===== src/rtl/fas_serial_ctrl_if.sv =====
// Operation bus for the bit-serial add/subtract sequencer: operand/mode request
// plus busy/done status and the captured result.
interface fas_serial_ctrl_if #(
  parameter int unsigned N = 4
);
  logic         start;
  logic [N-1:0] a_in;
  logic [N-1:0] b_in;
  logic         a_ns;
  logic         busy;
  logic         done;
  logic [N-1:0] result;
  logic         cout_out;

  modport master (
    output start, a_in, b_in, a_ns,
    input  busy, done, result, cout_out
  );

  modport slave (
    input  start, a_in, b_in, a_ns,
    output busy, done, result, cout_out
  );
endinterface


===== src/rtl/fas_serial_ctrl.sv =====
// Bit-serial add/subtract sequencer around the combinational fas cell: feeds one
// operand bit pair per clock LSB first, recirculates carry/borrow, shifts in sums.
module fas_serial_ctrl #(
  parameter int unsigned N = 4
) (
  input  logic              clk,
  input  logic              rst,
  fas_serial_ctrl_if.slave  op,
  output logic              fa_a,
  output logic              fa_b,
  output logic              fa_cin,
  output logic              fa_a_ns,
  input  logic              fa_s,
  input  logic              fa_cout
);

  localparam int unsigned CNT_W = $clog2(N);
  localparam logic [CNT_W-1:0] LAST = CNT_W'(N - 1);

  typedef enum logic [1:0] {
    IDLE,
    RUN,
    DONE
  } state_t;

  state_t           state;
  logic [N-1:0]     a_sh;
  logic [N-1:0]     b_sh;
  logic             carry;
  logic             mode;
  logic [CNT_W-1:0] cnt;
  logic [N-2:0]     res_sh;
  logic [N-1:0]     sum_next;

  // Only N-1 sum bits are ever parked; the last one goes straight to the output.
  assign sum_next = {fa_s, res_sh};

  // Shift registers drain to zero and carry/mode are cleared on the final bit,
  // so the fas feed is all-zero outside RUN without any start-to-output path.
  assign fa_a    = a_sh[0];
  assign fa_b    = b_sh[0];
  assign fa_cin  = carry;
  assign fa_a_ns = mode;

  always_ff @(posedge clk or negedge rst) begin
    if (!rst) begin
      state       <= IDLE;
      a_sh        <= '0;
      b_sh        <= '0;
      carry       <= 1'b0;
      mode        <= 1'b0;
      cnt         <= '0;
      res_sh      <= '0;
      op.busy     <= 1'b0;
      op.done     <= 1'b0;
      op.result   <= '0;
      op.cout_out <= 1'b0;
    end else begin
      case (state)
        IDLE: begin
          op.done <= 1'b0;
          if (op.start) begin
            a_sh    <= op.a_in;
            b_sh    <= op.b_in;
            mode    <= op.a_ns;
            carry   <= 1'b0;
            cnt     <= '0;
            op.busy <= 1'b1;
            state   <= RUN;
          end
        end

        RUN: begin
          carry  <= fa_cout;
          res_sh <= sum_next[N-1:1];
          a_sh   <= a_sh >> 1;
          b_sh   <= b_sh >> 1;
          if (cnt == LAST) begin
            cnt         <= '0;
            carry       <= 1'b0;
            mode        <= 1'b0;
            op.result   <= sum_next;
            op.cout_out <= fa_cout;
            op.busy     <= 1'b0;
            op.done     <= 1'b1;
            state       <= DONE;
          end else begin
            cnt <= cnt + 1'b1;
          end
        end

        DONE: begin
          op.done <= 1'b0;
          state   <= IDLE;
        end

        default: state <= IDLE;
      endcase
    end
  end

endmodule


===== src/flat_wrapper.sv =====
// flat-port wrapper written by rule: the top's interface ports become plain ports
module fas_serial_ctrl_flat 
#(
  parameter int unsigned N = 4
)
  (clk, rst, fa_a, fa_b, fa_cin, fa_a_ns, fa_s, fa_cout, op_start, op_a_in, op_b_in, op_a_ns, op_busy, op_done, op_result, op_cout_out);
  fas_serial_ctrl_if #(.N(N)) op_i ();
  input  logic clk;
  input  logic rst;
  output logic fa_a;
  output logic fa_b;
  output logic fa_cin;
  output logic fa_a_ns;
  input  logic fa_s;
  input  logic fa_cout;
  input wire logic [$bits(op_i.start)-1:0] op_start;
  input wire logic [$bits(op_i.a_in)-1:0] op_a_in;
  input wire logic [$bits(op_i.b_in)-1:0] op_b_in;
  input wire logic [$bits(op_i.a_ns)-1:0] op_a_ns;
  output wire logic [$bits(op_i.busy)-1:0] op_busy;
  output wire logic [$bits(op_i.done)-1:0] op_done;
  output wire logic [$bits(op_i.result)-1:0] op_result;
  output wire logic [$bits(op_i.cout_out)-1:0] op_cout_out;
  assign op_i.start = op_start;
  assign op_i.a_in = op_a_in;
  assign op_i.b_in = op_b_in;
  assign op_i.a_ns = op_a_ns;
  assign op_busy = op_i.busy;
  assign op_done = op_i.done;
  assign op_result = op_i.result;
  assign op_cout_out = op_i.cout_out;
  fas_serial_ctrl #(.N(N)) u_core (.clk(clk), .rst(rst), .op(op_i), .fa_a(fa_a), .fa_b(fa_b), .fa_cin(fa_cin), .fa_a_ns(fa_a_ns), .fa_s(fa_s), .fa_cout(fa_cout));
endmodule

===== config.mk =====
export PLATFORM = sky130hd
export DESIGN_NAME = fas_serial_ctrl_flat
export DESIGN_NICKNAME = d
export VERILOG_FILES = /design/src/rtl/fas_serial_ctrl_if.sv /design/src/rtl/fas_serial_ctrl.sv /design/src/flat_wrapper.sv
export SDC_FILE = /design/constraint.sdc
export NUM_CORES = 1
export LEC_CHECK = 0
export ABC_AREA = 1
export CAP_MARGIN = 20
export CORE_UTILIZATION = 51
export CTS_CLUSTER_SIZE = 28
export DETAILED_ROUTE_END_ITERATION = 8
export PLACE_DENSITY = 0.8
export SLEW_MARGIN = 10
export SYNTH_ARGS = -nofsm -noshare
export SYNTH_HDL_FRONTEND = slang
export SYNTH_SLANG_ARGS = --single-unit

===== constraint.sdc =====
create_clock -name clk -period 3.75 [get_ports clk]
set_clock_uncertainty 0.15 [all_clocks]
set_input_delay 0.5625 -clock clk [delete_from_list [all_inputs] [get_ports clk]]
set_output_delay 0.5625 -clock clk [all_outputs]
set_load 0.05 [all_outputs]

==> summary.md <==
| Metric | Value |
|---|---|
| Top-Level Pins | 25 |
| Mapped Nets | 142 |
| # DRC | 0 |
| Grt total ovfl | 0 |
| Slowest CP cell | clkdlybuf4s50_1 |
| Crit path capture type | output port |
| R2R depth | 5 |
| Drt first pass iters | 4 |
| DR vias | 854 |
| FF-to-FF End | u_core.b_sh[1] |
| Largest net degree at the start of global routing | 25 |
| Largest cells by area after synthesis | dfrtp_1 56%, nand2_1 23%, nand3_1 3.3% |
| Die W | 47.75 um |
| Number of CTS-inserted buffers | 3 |
| Peak supply drop | 0.5216 mV |
| Final WL | 2161 um |
| Rel. slew slack | 0.5974 |
| Tot GR Track Use | 0.2085 |
| Post-Synthesis Cells | 126 |
| Leakage | 0.7227 nW |
| Starting Density | 0.5440 |
| # nets final | 169 |
| Clk_lat worst skew | 0.31 ns |
| Yosys top cell area share | 0.5627 |
| Period utilization | 0.5926 |
| Placed Cells | 174 |
| Least-Margin Pin Slew | 0.6020 ns |
| F_max | 0.4500 GHz |
| Crit-path max cell delay | 0.81 ns |
| GP Congestion | 0.8134 |
| Cell taking the most area after synthesis | dfrtp_1 |
| Hold depth | 2 |
| Dpl hpwl | 1531 um |
| Synth warn | 0 |
| Wire length of the first global-routing pass | 3277 um |
| Post-DRT Antenna Nets | 0 |
| ANT cells | 0 |
| Max Slew Vio Count | 0 |
| Crit-path cells | clkdlybuf4s50_1 |
| Clock buffer depth | 2 |
| Vias in the first global route | 754 |
| Worst hold path class | flop to flop |
| Syn Std Cell Area | 1067 um^2 |
| Area Overhead vs Synth | 29.54% |
| Top_reg_cell synth | dfrtp_1 |
| Port bufs | 24 |
| FF-to-FF setup slack | 2.23 ns |
| Fin Setup TNS | 0 ns |
| Layout cells sized above 1 | 0.07237 |
| WS Path Type | flop to output port |
| Post-synth EDFFs | 0 |
| Sequential area share after synthesis | 0.5627 |
| Power Density | 899.5 nW/um^2 |
| Distinct cells, synth | 14 |
| Postcts setup bufs | 0 |
| Hold-fix buffers, CTS | 0 |
| Number of gates resized after cts | 0 |
| Setup crit start kind | flop |
| Clock tree sinks | 24 |
| Outcome | finished clean |
| CTS tree | built |
| Post-synth ARST share | 1.000 |
| Die area | 2280 um^2 |
| RSZ-0062 raised after global routing | no |
| Final min period | 2.222 ns |
| Endpoints failing setup | 0 |
| Root Driver | clkbuf_4 |
| Routed WL per cell | 12.07 um |
| Num rows | 16 |
| CTS HTree Levels | 1 |
| Req. time, crit path | 3.04 ns |
| Worst-path maximum fanout | 2 |
| Register bit total from synthesis | 24 |
| Non-filler cells, final | 179 |
| Via-per-instance ratio | 4.771 |
| Avg Inst Size Synth | 8.470 um^2 |
| Worst-path clk slew | 0.14 ns |
| Hold Path End | u_core.op.busy |
| Top post-synthesis cells by count | 65 x nand2_1, 24 x dfrtp_1, 7 x nand3_1, 7 x o21ai_0 |
| WP data arrival | 1.51 ns |
| Reg-to-Reg Start | u_core.state[0] |
| Die height | 47.75 um |
| # Max-Cap Violations | 0 |
| Initial antenna violation count | 0 |
| Worst path top cell family by delay | buffers and inverters |
| Core Area | 1962 um^2 |
| Final Hold Fails | 0 |
| Hold_ws | 0.3374 ns |
| Initial DRC count | 23 |
| Most common cell in the netlist | nand2_1 |
| Hold Startpoint | u_core.op.busy |
| CP bufs+invs | 1 |
## cells by family (layout without fill, tap and decap cells)
kind of cell / after synthesis / in the layout / synth area share
AOI/OAI and AO/OA: 7 / 7 / 0.03282
adders and majority gates: 2 / 2 / 0.02344
buffers and inverters: 11 / 37 / 0.05509
DFF: 24 / 24 / 0.5627
and+or+nand+nor: 82 / 82 / 0.3259
## through the flow
step | util | setup slack, ns | instance area [um^2] | power (mW)
after floorplan | - | 2.437 | 1067 | 0.8897
after global placement | 0.6703 | 1.754 | 1315 | 1.038
after detailed placement | 0.6703 | 1.732 | 1315 | 1.061
after CTS | 0.6971 | 1.531 | 1368 | 1.248
after global routing | 0.7047 | 1.480 | 1383 | 1.321
final | 0.7047 | 1.528 | 1383 | 1.244
## worst reg2reg max path, delay by kind of cell (launching register included)
kind          cells  cell delay, ns
buf+inv           1            0.11
simple gates      4            0.50
flops             1            0.66
## registers in the layout, summed over array words and instances (netlist names)
name                count
u_core.op.cout_out      1
u_core.op.busy          1
u_core.op.result        4
u_core.a_sh             4
u_core.op.done          1
u_core.state            2
u_core.res_sh           3
u_core.b_sh             4
u_core.cnt              2
u_core.fa_cin           1
u_core.fa_a_ns          1
## worst max-delay path by stage
stage	slack, ns	startpoint	cells after the start	endpoint
after floorplan	2.44	u_core.fa_a_ns	0	fa_a_ns
after global placement	1.75	rst	1	u_core.op.result[3]
after detailed placement	1.73	rst	1	u_core.op.cout_out
after CTS	1.53	u_core.fa_a_ns	1	fa_a_ns
after global routing	1.48	u_core.fa_a_ns	1	fa_a_ns
final	1.53	u_core.op.result[2]	1	op_result[2]
## layout make-up
type / count / area (um^2)
timing repair buffer: 25 / 255.2
clock buffer: 3 / 22.52
inverter: 8 / 32.53
multi-input combinational: 91 / 407.9
sequential: 24 / 600.6
clock inverter: 1 / 30.03
fill: 167 / 579.3
tap: 27 / 33.78
## report_power, final
part | switching [mW] | internal [mW]
clock | 0.0772 | 0.108
combinational | 0.408 | 0.199
sequential | 0.0825 | 0.369
## cells in the final DEF, fill, tap and decap left out
master,count
nor2_1,6
inv_4,1
inv_2,1
nand2_2,1
buf_8,1
ha_1,2
clkbuf_4,3
o21ai_0,7
nand2_1,65
bufinv_16,1
clkdlybuf4s50_1,24
nand2_4,2
nand3_4,1
nand3_1,7
dfrtp_1,24
inv_1,6
## routing by layer
layer,GRT usage,routed length [um],vias up
met5,0,0,-
met4,0.06667,14,0
met3,0.03774,76,2
met2,0.3405,1101,18
met1,0.2822,968,393
li1,-,-,441
(Power assumes the default switching activity.)
